===== config.mk =====
export PLATFORM = sky130hd
export DESIGN_NAME = mastermind_game_ctrl_flat
export DESIGN_NICKNAME = d
export VERILOG_FILES = /design/src/rtl/mastermind_pkg.sv /design/src/rtl/mastermind_if.sv /design/src/rtl/mastermind_scorer.sv /design/src/rtl/mastermind_game_ctrl.sv /design/src/flat_wrapper.sv
export SDC_FILE = /design/constraint.sdc
export NUM_CORES = 1
export LEC_CHECK = 0
export ABC_AREA = 1
export CORE_MARGIN = 2
export CORE_UTILIZATION = 40
export CTS_BUF_LIST = sky130_fd_sc_hd__clkbuf_16
export DETAILED_ROUTE_END_ITERATION = 7
export GPL_TIMING_DRIVEN = 1
export PLACE_DENSITY = 0.7
export RECOVER_POWER = 100
export SLEW_MARGIN = 20
export SYNTH_ARGS = -nofsm -noshare
export SYNTH_HDL_FRONTEND = slang
export SYNTH_SLANG_ARGS = --single-unit

===== constraint.sdc =====
create_clock -name clk -period 10.15 [get_ports clk]
set_clock_uncertainty 0.05 [all_clocks]
set_input_delay 1.5225 -clock clk [delete_from_list [all_inputs] [get_ports clk]]
set_output_delay 1.5225 -clock clk [all_outputs]
set_load 0.1 [all_outputs]

===== src/rtl/mastermind_pkg.sv =====
// Shared constants, types and peg/board helpers for the Mastermind game controller.
package mastermind_pkg;

   localparam int unsigned ROWS        = 6;
   localparam int unsigned COLS        = 4;
   localparam int unsigned PEG_W       = 3;
   localparam int unsigned ROW_W       = COLS * PEG_W;
   localparam int unsigned MAT_W       = ROWS * ROW_W;
   localparam int unsigned FB_W        = 6;
   localparam int unsigned FB_FLAT_W   = ROWS * FB_W;
   localparam int unsigned NUM_COLOURS = 6;

   typedef enum logic [2:0] {
      Empty, Red, Green, Blue, Yellow, Cyan, Magenta
   } colour_e;

   typedef enum logic [2:0] {
      StIdle, StInput, StCheck, StWin, StLose
   } state_e;

   function automatic logic [PEG_W-1:0] peg_up(input logic [PEG_W-1:0] p);
      if (p == Empty || p == Magenta) return Red;
      return p + 3'd1;
   endfunction

   function automatic logic [PEG_W-1:0] peg_down(input logic [PEG_W-1:0] p);
      if (p == Empty || p == Red) return Magenta;
      return p - 3'd1;
   endfunction

   function automatic logic row_full(input logic [ROW_W-1:0] row);
      logic full;
      full = 1'b1;
      for (int c = 0; c < COLS; c++) begin
         if (row[c*PEG_W +: PEG_W] == Empty) full = 1'b0;
      end
      return full;
   endfunction

   function automatic logic [ROW_W-1:0] get_row(input logic [MAT_W-1:0] m,
                                                input logic [2:0] r);
      return m[32'(r)*ROW_W +: ROW_W];
   endfunction

   function automatic logic [2:0] count_colour(input logic [ROW_W-1:0] row,
                                               input logic [2:0] k);
      logic [2:0] n;
      n = '0;
      for (int c = 0; c < COLS; c++) begin
         if (row[c*PEG_W +: PEG_W] == k) n = n + 3'd1;
      end
      return n;
   endfunction

   function automatic logic [2:0] count_exact(input logic [ROW_W-1:0] g,
                                              input logic [ROW_W-1:0] s);
      logic [2:0] n;
      n = '0;
      for (int c = 0; c < COLS; c++) begin
         if (g[c*PEG_W +: PEG_W] == s[c*PEG_W +: PEG_W]) n = n + 3'd1;
      end
      return n;
   endfunction

   function automatic logic [2:0] min_cnt(input logic [2:0] a, input logic [2:0] b);
      return (a < b) ? a : b;
   endfunction

endpackage


===== src/rtl/mastermind_if.sv =====
// Button/secret inputs and board/feedback/state outputs of the game controller.
interface mastermind_if;
   import mastermind_pkg::*;

   logic                 btn_left;
   logic                 btn_right;
   logic                 btn_up;
   logic                 btn_down;
   logic                 btn_enter;
   logic [ROW_W-1:0]     secret;
   logic [MAT_W-1:0]     matrix_flat;
   logic [FB_FLAT_W-1:0] fb_flat;
   logic [2:0]           guess_num;
   logic [1:0]           cursor;
   logic                 q_Input;
   logic                 q_Check;
   logic                 q_Win;
   logic                 q_Lose;

   modport master (
      output btn_left, btn_right, btn_up, btn_down, btn_enter, secret,
      input  matrix_flat, fb_flat, guess_num, cursor, q_Input, q_Check, q_Win, q_Lose
   );

   modport slave (
      input  btn_left, btn_right, btn_up, btn_down, btn_enter, secret,
      output matrix_flat, fb_flat, guess_num, cursor, q_Input, q_Check, q_Win, q_Lose
   );

endinterface


===== src/rtl/mastermind_scorer.sv =====
// Sequential scorer: exact hits on the start edge, then one colour per cycle.
module mastermind_scorer
   import mastermind_pkg::*;
(
   input  logic             clk,
   input  logic             reset,
   input  logic             i_start,
   input  logic [ROW_W-1:0] i_guess,
   input  logic [ROW_W-1:0] i_secret,
   output logic             o_busy,
   output logic             o_done,
   output logic [2:0]       o_exact,
   output logic [2:0]       o_partial
);

   logic [2:0] r_phase;
   logic [2:0] r_exact;
   logic [2:0] r_total;
   logic       r_busy;
   logic       r_done;

   // r_phase names the colour to accumulate next; guess and secret are held stable by the caller.
   always_ff @(posedge clk) begin
      if (reset) begin
         r_phase <= '0;
         r_exact <= '0;
         r_total <= '0;
         r_busy  <= 1'b0;
         r_done  <= 1'b0;
      end else begin
         r_done <= 1'b0;
         if (i_start) begin
            r_exact <= count_exact(i_guess, i_secret);
            r_total <= '0;
            r_phase <= 3'd1;
            r_busy  <= 1'b1;
         end else if (r_busy) begin
            r_total <= r_total + min_cnt(count_colour(i_guess, r_phase),
                                         count_colour(i_secret, r_phase));
            r_phase <= r_phase + 3'd1;
            if (r_phase == 3'(NUM_COLOURS)) begin
               r_busy <= 1'b0;
               r_done <= 1'b1;
            end
         end
      end
   end

   assign o_busy    = r_busy;
   assign o_done    = r_done;
   assign o_exact   = r_exact;
   assign o_partial = r_total - r_exact;

endmodule


===== src/rtl/mastermind_game_ctrl.sv =====
// Mastermind game FSM: peg editing, guess submission, scoring handoff and win/lose.
module mastermind_game_ctrl #(
   parameter int unsigned ROWS = mastermind_pkg::ROWS,
   parameter int unsigned COLS = mastermind_pkg::COLS
) (
   input  logic        clk,
   input  logic        reset,
   mastermind_if.slave bus
);
   import mastermind_pkg::*;

   state_e               r_state;
   logic [MAT_W-1:0]     r_matrix;
   logic [FB_FLAT_W-1:0] r_fb;
   logic [2:0]           r_guess_num;
   logic [1:0]           r_cursor;
   logic [ROW_W-1:0]     r_secret;
   logic                 r_q_input;
   logic                 r_q_check;
   logic                 r_q_win;
   logic                 r_q_lose;

   logic [ROW_W-1:0]     w_row;
   logic [31:0]          w_peg_lsb;
   logic [PEG_W-1:0]     w_peg;
   logic                 w_start;
   logic                 w_busy;
   logic                 w_done;
   logic [2:0]           w_exact;
   logic [2:0]           w_partial;
   logic [1:0]           w_cur_max;

   assign w_row     = get_row(r_matrix, r_guess_num);
   assign w_peg_lsb = 32'(r_guess_num) * ROW_W + 32'(r_cursor) * PEG_W;
   assign w_peg     = r_matrix[w_peg_lsb +: PEG_W];
   assign w_start   = (r_state == StInput) && bus.btn_enter && row_full(w_row);
   assign w_cur_max = 2'(COLS - 1);

   mastermind_scorer u_scorer (
      .clk      (clk),
      .reset    (reset),
      .i_start  (w_start),
      .i_guess  (w_row),
      .i_secret (r_secret),
      .o_busy   (w_busy),
      .o_done   (w_done),
      .o_exact  (w_exact),
      .o_partial(w_partial)
   );

   always_ff @(posedge clk) begin
      if (reset) begin
         r_state     <= StIdle;
         r_matrix    <= '0;
         r_fb        <= '0;
         r_guess_num <= '0;
         r_cursor    <= '0;
         r_secret    <= '0;
         r_q_input   <= 1'b0;
         r_q_check   <= 1'b0;
         r_q_win     <= 1'b0;
         r_q_lose    <= 1'b0;
      end else begin
         unique case (r_state)
            StIdle: begin
               r_secret  <= bus.secret;
               r_state   <= StInput;
               r_q_input <= 1'b1;
            end
            StInput: begin
               // Enter with an incomplete row still blocks the lower-priority buttons.
               if (bus.btn_enter) begin
                  if (w_start) begin
                     r_state   <= StCheck;
                     r_q_input <= 1'b0;
                     r_q_check <= 1'b1;
                  end
               end else if (bus.btn_up) begin
                  r_matrix[w_peg_lsb +: PEG_W] <= peg_up(w_peg);
               end else if (bus.btn_down) begin
                  r_matrix[w_peg_lsb +: PEG_W] <= peg_down(w_peg);
               end else if (bus.btn_left) begin
                  r_cursor <= (r_cursor == 2'd0) ? w_cur_max : r_cursor - 2'd1;
               end else if (bus.btn_right) begin
                  r_cursor <= (r_cursor == w_cur_max) ? 2'd0 : r_cursor + 2'd1;
               end
            end
            StCheck: begin
               if (w_done && !w_busy) begin
                  r_fb[32'(r_guess_num) * FB_W +: FB_W] <= {w_partial, w_exact};
                  r_q_check <= 1'b0;
                  if (w_exact == 3'(COLS)) begin
                     r_state <= StWin;
                     r_q_win <= 1'b1;
                  end else if (r_guess_num == 3'(ROWS - 1)) begin
                     r_state  <= StLose;
                     r_q_lose <= 1'b1;
                  end else begin
                     r_guess_num <= r_guess_num + 3'd1;
                     r_cursor    <= '0;
                     r_state     <= StInput;
                     r_q_input   <= 1'b1;
                  end
               end
            end
            StWin, StLose: begin
               if (bus.btn_enter) begin
                  r_matrix    <= '0;
                  r_fb        <= '0;
                  r_guess_num <= '0;
                  r_cursor    <= '0;
                  r_q_win     <= 1'b0;
                  r_q_lose    <= 1'b0;
                  r_state     <= StIdle;
               end
            end
            default: r_state <= StIdle;
         endcase
      end
   end

   assign bus.matrix_flat = r_matrix;
   assign bus.fb_flat     = r_fb;
   assign bus.guess_num   = r_guess_num;
   assign bus.cursor      = r_cursor;
   assign bus.q_Input     = r_q_input;
   assign bus.q_Check     = r_q_check;
   assign bus.q_Win       = r_q_win;
   assign bus.q_Lose      = r_q_lose;

endmodule


===== src/flat_wrapper.sv =====
// flat-port wrapper written by rule: the top's interface ports become plain ports
module mastermind_game_ctrl_flat import mastermind_pkg::*;
#(
   parameter int unsigned ROWS = mastermind_pkg::ROWS,
   parameter int unsigned COLS = mastermind_pkg::COLS
)
  (clk, reset, bus_btn_left, bus_btn_right, bus_btn_up, bus_btn_down, bus_btn_enter, bus_secret, bus_matrix_flat, bus_fb_flat, bus_guess_num, bus_cursor, bus_q_Input, bus_q_Check, bus_q_Win, bus_q_Lose);
  mastermind_if bus_i ();
  input  logic clk;
  input  logic reset;
  input wire logic [$bits(bus_i.btn_left)-1:0] bus_btn_left;
  input wire logic [$bits(bus_i.btn_right)-1:0] bus_btn_right;
  input wire logic [$bits(bus_i.btn_up)-1:0] bus_btn_up;
  input wire logic [$bits(bus_i.btn_down)-1:0] bus_btn_down;
  input wire logic [$bits(bus_i.btn_enter)-1:0] bus_btn_enter;
  input wire logic [$bits(bus_i.secret)-1:0] bus_secret;
  output wire logic [$bits(bus_i.matrix_flat)-1:0] bus_matrix_flat;
  output wire logic [$bits(bus_i.fb_flat)-1:0] bus_fb_flat;
  output wire logic [$bits(bus_i.guess_num)-1:0] bus_guess_num;
  output wire logic [$bits(bus_i.cursor)-1:0] bus_cursor;
  output wire logic [$bits(bus_i.q_Input)-1:0] bus_q_Input;
  output wire logic [$bits(bus_i.q_Check)-1:0] bus_q_Check;
  output wire logic [$bits(bus_i.q_Win)-1:0] bus_q_Win;
  output wire logic [$bits(bus_i.q_Lose)-1:0] bus_q_Lose;
  assign bus_i.btn_left = bus_btn_left;
  assign bus_i.btn_right = bus_btn_right;
  assign bus_i.btn_up = bus_btn_up;
  assign bus_i.btn_down = bus_btn_down;
  assign bus_i.btn_enter = bus_btn_enter;
  assign bus_i.secret = bus_secret;
  assign bus_matrix_flat = bus_i.matrix_flat;
  assign bus_fb_flat = bus_i.fb_flat;
  assign bus_guess_num = bus_i.guess_num;
  assign bus_cursor = bus_i.cursor;
  assign bus_q_Input = bus_i.q_Input;
  assign bus_q_Check = bus_i.q_Check;
  assign bus_q_Win = bus_i.q_Win;
  assign bus_q_Lose = bus_i.q_Lose;
  mastermind_game_ctrl #(.ROWS(ROWS), .COLS(COLS)) u_core (.clk(clk), .reset(reset), .bus(bus_i));
endmodule

; ---- Yosys cells after proc, flatten, opt, wreduce, memory -nomap -nowiden
; Index checks and enable logic that the tools add are counted.
[classes]
muxes = 129
n_bitwise = 1
n_eq_ne = 35
n_lt_le_gt_ge = 1
mul = 3
n_addsub = 20
n_shift = 7
reduce_logical = 31
[op_table]
columns = op, n
row1 = $mux 72, 4
row2 = $mux 3, 62
row3 = $bwmux 72, 2
row4 = $pmux 72 s2, 1
row5 = $shiftx 3x34->72, 2
row6 = $mux 36, 2
row7 = $pmux 36 s2, 1
row8 = $shift 3x34->72 const A, 1
row9 = $shiftx 72x33->3, 1
row10 = $shiftx 72x8->12, 1
row11 = $mux 1, 38
row12 = $add 3x1->3 const B, 12
row13 = $bwmux 36, 1
row14 = $eq 3x3->1, 12
row15 = $shift 6x34->36 const A, 1
row16 = $shiftx 6x34->36, 1
row17 = $neg 32->34, 1
row18 = $neg 6->34, 1
row19 = $mux 2, 11
row20 = $logic_not 3->1, 6
row21 = $ne 2x2->1 const B, 8
row22 = $reduce_and 4->1, 4
row23 = $eq 3x3->1 const B, 5
row24 = $pmux 3 s4, 1
row25 = 31 further kinds, 48
[totals]
reg_bits = 143
in_bits = 19
out_inout_bits = 117

; ---- Depth between registers and ports, before layout
[logic_depth]
depth_word = 28
depth_mapped = 32

; ---- Hierarchy
; From an unflattened synthesis, not the netlist that was laid out.
[unflattened]
hier_cells = 2064
area_unflattened_um2 = 12505.7
[modules_own_cells]
columns = module, area_per_inst_um2, cells_per_inst, n_inst
row1 = mastermind_game_ctrl, 10864.2, 1845, 1
row2 = mastermind_scorer, 1641.6, 219, 1

; ---- Worst setup path before layout
; Ideal clock, no wire load.
[synth_timing]
path_type = register to register
startpoint = register u_core.r_guess_num[0] (netlist: u_core.bus.guess_num[0])
endpoint = register u_core.u_scorer.r_total[2]
required_time_ns = 9.979
setup_time_ns = 0.121
stages_incl_launch_ff = 26
arrival_time_ns = 5.287
setup_slack_ns = 4.692
period_less_slack_ns = 5.458
path_cell_list = dfxtp_1 buf_2 clkbuf_1 clkbuf_1 o21ai_0 o21ai_0 xor2_1 nand2_1 nor2_1 ha_1 inv_1 nand2_1 nand2_1 inv_1 ha_1 mux2_2 ha_1 a21oi_1 o21bai_1 nand2_1 o21ai_0 ha_1 fa_1 o21ai_0 xor2_1 nor2_1
[synth_via]
elab_chain_len = 25
[synth_rtl]
columns = element, line_no
row1 = "start, declared", mastermind_game_ctrl.sv:15  ; logic [2:0] r_guess_num;
row2 = "start signal, assigned", mastermind_game_ctrl.sv:99  ; r_guess_num <= r_guess_num + 3'd1;
row3 = $mul 3x2->5 *, mastermind_pkg.sv:42  ; return m[32'(r)*ROW_W +: ROW_W];
row4 = $shiftx 72x8->12 *, mastermind_pkg.sv:42
row5 = $eq 3x3->1, mastermind_pkg.sv:50  ; if (row[c*PEG_W +: PEG_W] == k) n = n + 3'd1;
row6 = $mux 1, mastermind_pkg.sv:50
row7 = $mux 3, mastermind_scorer.sv:37  ; end else if (r_busy) begin
row8 = $mux 3, mastermind_scorer.sv:32  ; if (i_start) begin
row9 = $mux 3, mastermind_scorer.sv:24  ; if (reset) begin
row10 = $add 3x1->3, mastermind_pkg.sv:50
row11 = [... 9 more ...], n/a
row12 = $add 3x1->3, mastermind_pkg.sv:50
row13 = $mux 3, mastermind_pkg.sv:50
row14 = $mux 3, mastermind_scorer.sv:37
row15 = $mux 3, mastermind_scorer.sv:32
row16 = $mux 3, mastermind_scorer.sv:24
row17 = $lt 3x3->1, mastermind_pkg.sv:66  ; return (a < b) ? a : b;
row18 = $mux 3, mastermind_pkg.sv:66
row19 = $add 3x3->3, mastermind_scorer.sv:38  ; r_total <= r_total + min_cnt(count_colour(i_guess, r_phase),
row20 = "end signal, assigned", mastermind_scorer.sv:38
row21 = "end, declared", mastermind_scorer.sv:18  ; logic [2:0] r_total;
; Every way passes the cells marked *; elsewhere a longest branch is shown, timed or not. The select of a mux whose other input is x is not followed.
; A chain may end at the register's enable or synchronous reset.

; ---- Worst setup path in the final report
[layout_timing]
startpoint = register u_core.r_guess_num[1] (netlist: u_core.bus.guess_num[1])
endpoint = register u_core.r_matrix[34] (netlist: u_core.bus.matrix_flat[34])
[layout_via]
elab_chain_len = 23
[layout_rtl]
columns = element, line_no
row1 = $mul 3x2->5 *, mastermind_game_ctrl.sv:34  ; assign w_peg_lsb = 32'(r_guess_num) * ROW_W + 32'(r_cursor) * PEG_W;
row2 = $add 7x4->8 *, mastermind_game_ctrl.sv:34
row3 = $shiftx 72x33->3, mastermind_game_ctrl.sv:35  ; assign w_peg = r_matrix[w_peg_lsb +: PEG_W];
row4 = $eq 3x1->1 / $logic_not 3->1 (equally long branches), "mastermind_pkg.sv:27, mastermind_pkg.sv:22"
row5 = $logic_or 1x1->1, mastermind_pkg.sv:27  ; if (p == Empty || p == Red) return Magenta;
row6 = $mux 1, mastermind_pkg.sv:27
row7 = $mux 1, mastermind_game_ctrl.sv:80  ; end else if (bus.btn_down) begin
row8 = $mux 1, mastermind_game_ctrl.sv:78  ; end else if (bus.btn_up) begin
row9 = [... 7 more ...], n/a
row10 = $mux 3, mastermind_game_ctrl.sv:64  ; unique case (r_state)
row11 = $mux 3, mastermind_game_ctrl.sv:52  ; if (reset) begin
row12 = $shiftx 3x34->72, mastermind_game_ctrl.sv:81  ; r_matrix[w_peg_lsb +: PEG_W] <= peg_down(w_peg);
row13 = $bwmux 72, mastermind_game_ctrl.sv:81
row14 = $mux 72, mastermind_game_ctrl.sv:80
row15 = $mux 72 *, mastermind_game_ctrl.sv:78
row16 = $mux 72 *, mastermind_game_ctrl.sv:72  ; if (bus.btn_enter) begin
row17 = $pmux 72 s2 *, mastermind_game_ctrl.sv:64
row18 = "end signal, assigned by index", mastermind_game_ctrl.sv:79  ; r_matrix[w_peg_lsb +: PEG_W] <= peg_up(w_peg);
row19 = "end signal, assigned by index", mastermind_game_ctrl.sv:81
row20 = "end, declared", mastermind_game_ctrl.sv:13  ; logic [MAT_W-1:0] r_matrix;
; Marks and branches as above.

==> summary.txt <==
Hold path start - u_core.bus.fb_flat[8]$_SDFFE_PP0P_
Crit path cell chain - inv_1 > ha_1 > fa_1 > clkinv_1 > nand3_1 > inv_1 > nand2_1 > nor2_1 > inv_1 > nand2_1 > inv_1 > nor2_4 > inv_1 > nor2_8 > inv_1 > nor2_1 > a31oi_1 > nor2_1 > nand3_1 > nand2_1
Synth top area share - 23.5%
Max VDD drop - 0.214 mV
Top FF cell, synth - dfxtp_1
Via Count - 15,406
Compound-cell area share of the yosys netlist - 21.3%
Sequential power share - 14.9%
Most frequent cells in the layout - nand2_1, nor2_1, o21ai_0
First-pass GRT wire length - 88,900 µm
Total CTS buffers - 17
Switching Fraction - 61.8%
GRT Total Usage - 37.8%
Area contributors post-synth - dfxtp_1, nand2_1, nor2_1, nand3_1, o21ai_0
CTS clk-pin slew, worst paths - 0.07 ns
Number of port buffers - 135
R2r startpoint - u_core.bus.guess_num[1]$_SDFFE_PP0P_
Int Pwr - 1.76 mW
Crit path max-delay cell type - inv_1
Unrepaired setup endpoints after global routing - no
Sequential share of the synthesized area - 23.5%
Placed instance area - 13,700 µm²
First-iteration detailed-routing DRC count - 2,219
Reg2Reg Depth - 20
Setup CP Type - flop to flop
Syn. warnings - 0
Clock Latency Late Sink - 0.46 ns
Final min period - 7.93 ns
Clk sinks - 143
Netlist cell types - 54
Logic pwr share - 71.8%
Violated checks - max-capacitance violations, max-slew violations
Overflow after GRT - 0
Worst Hold End - u_core.bus.fb_flat[8]$_SDFFE_PP0P_
Root buf cell - clkbuf_16
Flop-to-flop setup slack - 2.22 ns
Min-Delay Path Depth - 2
Crit. Startpoint - u_core.bus.guess_num[1]$_SDFFE_PP0P_
R2R Path End - u_core.bus.matrix_flat[34]$_SDFFE_PP0P_
Drc violations - 0
Setup crit end kind - flop
EDFF count, synth - 0
Pwr Density - 326 nW/µm²
Final instance area - 14,200 µm²
Synth Area in XOR/XNOR - 3.62%
Layout area overhead - 16.7%
Core Region - 29,800 µm²
Max incr delay on CP - 1.06 ns
Commonest non-fill, non-tap cell in the layout - nand2_1
Slew Limit Fails - 121
Worst Path Max Fanout - 37
H-tree depth - 4
Vias per cell - 6.17
Yosys top cell by area - dfxtp_1
Setup bufs post-CTS - 0
Worst Path Arrival - 8.24 ns
Post-synthesis mux area share - 0.185%
Final period util - 78.2%
Largest family of logic cells by synthesized area - simple AND/OR/NAND/NOR gates
CTS tree - done
Syn nets - 2,081
Detailed Routing Iterations Pass 1 - 6
Fin. Hold Viols - 0
Sw Pwr - 2.86 mW
Post-DP HPWL - 44,300 µm
Cells after Synth - 2,022
Fmax - 126 MHz
FP Rows - 63
Synth async-reset ratio - 0%
Clock share of power - 13.3%
Mean routed wirelength per cell - 24.2 µm
Layout cell share with drive strength beyond 1 - 4.80%
Horiz. Die Dim - 178 µm
Antenna viol nets, final - 0
Pin count of the biggest net entering global routing - 68
Clock buffer depth - 2
Leakage - 5.92 nW
Actual slew at the worst max-slew pin - 2.60 ns
Synthesized area per cell - 6.01 µm²
Worst setup SP type - flop
Most common cell on crit path - inv_1
Fill cell count - 3,228
Hold Crit Class - flop to flop
Die area - 31,800 µm²
Vias in the first global route - 13,950
Simple-gate share of the synthesized area - 37.3%
WP data required - 10.46 ns
Status - finished, violations left
Relative slew margins - -73.5%
Post-synthesis adder-cell area fraction - 4.30%
Initial antenna violation count - 2
Starting Density - 40.8%
WL final - 60,300 µm
Endpoints failing setup - 0
Ports - 136
Global placement routability congestion - 1.04
Nets - 2,151
Hold Buf Count CTS - 0
Setup TNS - 0 ns
Cts repair resizes - 0
Max cap viols - 3
#FFs+latches synth - 143
Die Ht - 178 µm
Synth Cell Area - 12,200 µm²
Final Core Density - 47.6%
==> worst max-delay path: cells and delay by family, from the launching register on <==
kind            cells  cell delay [ns]
flops               1             0.90
fa+ha+maj           2             1.56
compound gates      1             0.26
simple gates       10             1.52
buf+inv             7             3.48
==> registers in the layout, indices dropped and copies added, names as in the netlist, 3 cells and up <==
name	flops
u_core.bus.fb_flat	36
u_core.bus.guess_num	3
u_core.bus.matrix_flat	72
u_core.r_secret	12
u_core.r_state	3
u_core.u_scorer.o_exact	3
u_core.u_scorer.r_phase	3
u_core.u_scorer.r_total	3
==> cells by family (layout without fill, tap and decap cells) <==
logic type | Yosys count | after routing
AO/OA/AOI/OAI | 464 | 464
buffers and inverters | 300 | 383
other | 0 | 1
AND/OR/NAND/NOR | 1027 | 1027
XOR/XNOR | 46 | 46
multiplexers | 2 | 2
flip-flops | 143 | 143
adder cells (fa/ha/maj) | 40 | 40
==> Yosys cell counts (5+ instances only) <==
master     number
dfxtp_1       143
o22ai_1        36
nor2_2          7
buf_2          22
inv_1         167
xor2_1         23
clkinv_1        8
ha_1           37
nand4_1        64
buf_4           5
inv_2          23
a31oi_1        14
o211ai_1       22
o2111ai_1       6
xnor2_1        21
a211oi_1        7
o21ai_1        25
nor2_4          8
buf_1          15
a221oi_1        6
nand3_1       186
nor4_1         10
nand2_2        13
o21ai_0       181
clkbuf_1       58
nor2_1        251
nor3_1         30
nand2_1       440
a21oi_1       140
==> worst max-delay path by stage <==
stage / end
after floorplan: u_core.u_scorer.r_total[2]$_SDFFE_PP0P_
after global placement: u_core.bus.matrix_flat[34]$_SDFFE_PP0P_
after detailed placement: u_core.bus.matrix_flat[34]$_SDFFE_PP0P_
after CTS: u_core.bus.matrix_flat[34]$_SDFFE_PP0P_
after global routing: u_core.bus.matrix_flat[34]$_SDFFE_PP0P_
final: u_core.bus.matrix_flat[34]$_SDFFE_PP0P_
==> final cells by class <==
cell class / count / area, µm² / share of cell area, %
Antenna cell: 1 / 2.50 / 0.0176
Inverter: 198 / 743 / 5.24
Clock inverter: 15 / 123 / 0.864
Sequential cell: 143 / 2870 / 20.2
Clock buffer: 17 / 425 / 3.00
Tap cell: 390 / 488 / 3.44
Timing Repair Buffer: 153 / 1470 / 10.4
Multi-Input combinational cell: 1579 / 8070 / 56.9
==> metal layers <==
metal	track usage, %	routed length [µm]	up-vias	share of wire (%)
met5	1.12	18	-	0.030
met4	15.7	2380	2	4.0
met3	12.3	8160	158	14
met2	52.8	24000	1042	40
met1	52.7	25700	7231	43
li1	-	-	6973	-
==> power by group through the flow <==
| stage | combinational (mW) | clock [mW] | sequential, mW |
|---|---|---|---|
| 2_1_floorplan | 2.17 | 0 | 0.828 |
| 3_3_place_gp | 3.21 | 0 | 0.697 |
| 3_5_place_dp | 3.22 | 0 | 0.696 |
| 4_1_cts | 3.24 | 0.620 | 0.686 |
| 5_1_grt | 3.60 | 0.644 | 0.692 |
| 6_report | 3.32 | 0.616 | 0.689 |
==> through the flow <==
step	worst slack [ns]	hold WS [ns]	instances	power, mW
2_1_floorplan	4.69	0.413	2022	3.00
3_3_place_gp	3.58	0.404	2463	3.90
3_5_place_dp	3.70	0.403	2463	3.92
4_1_cts	3.71	0.416	2495	4.55
5_1_grt	1.91	0.433	2495	4.94
6_report	2.22	0.406	2496	4.62
(Power assumes the default switching activity.)
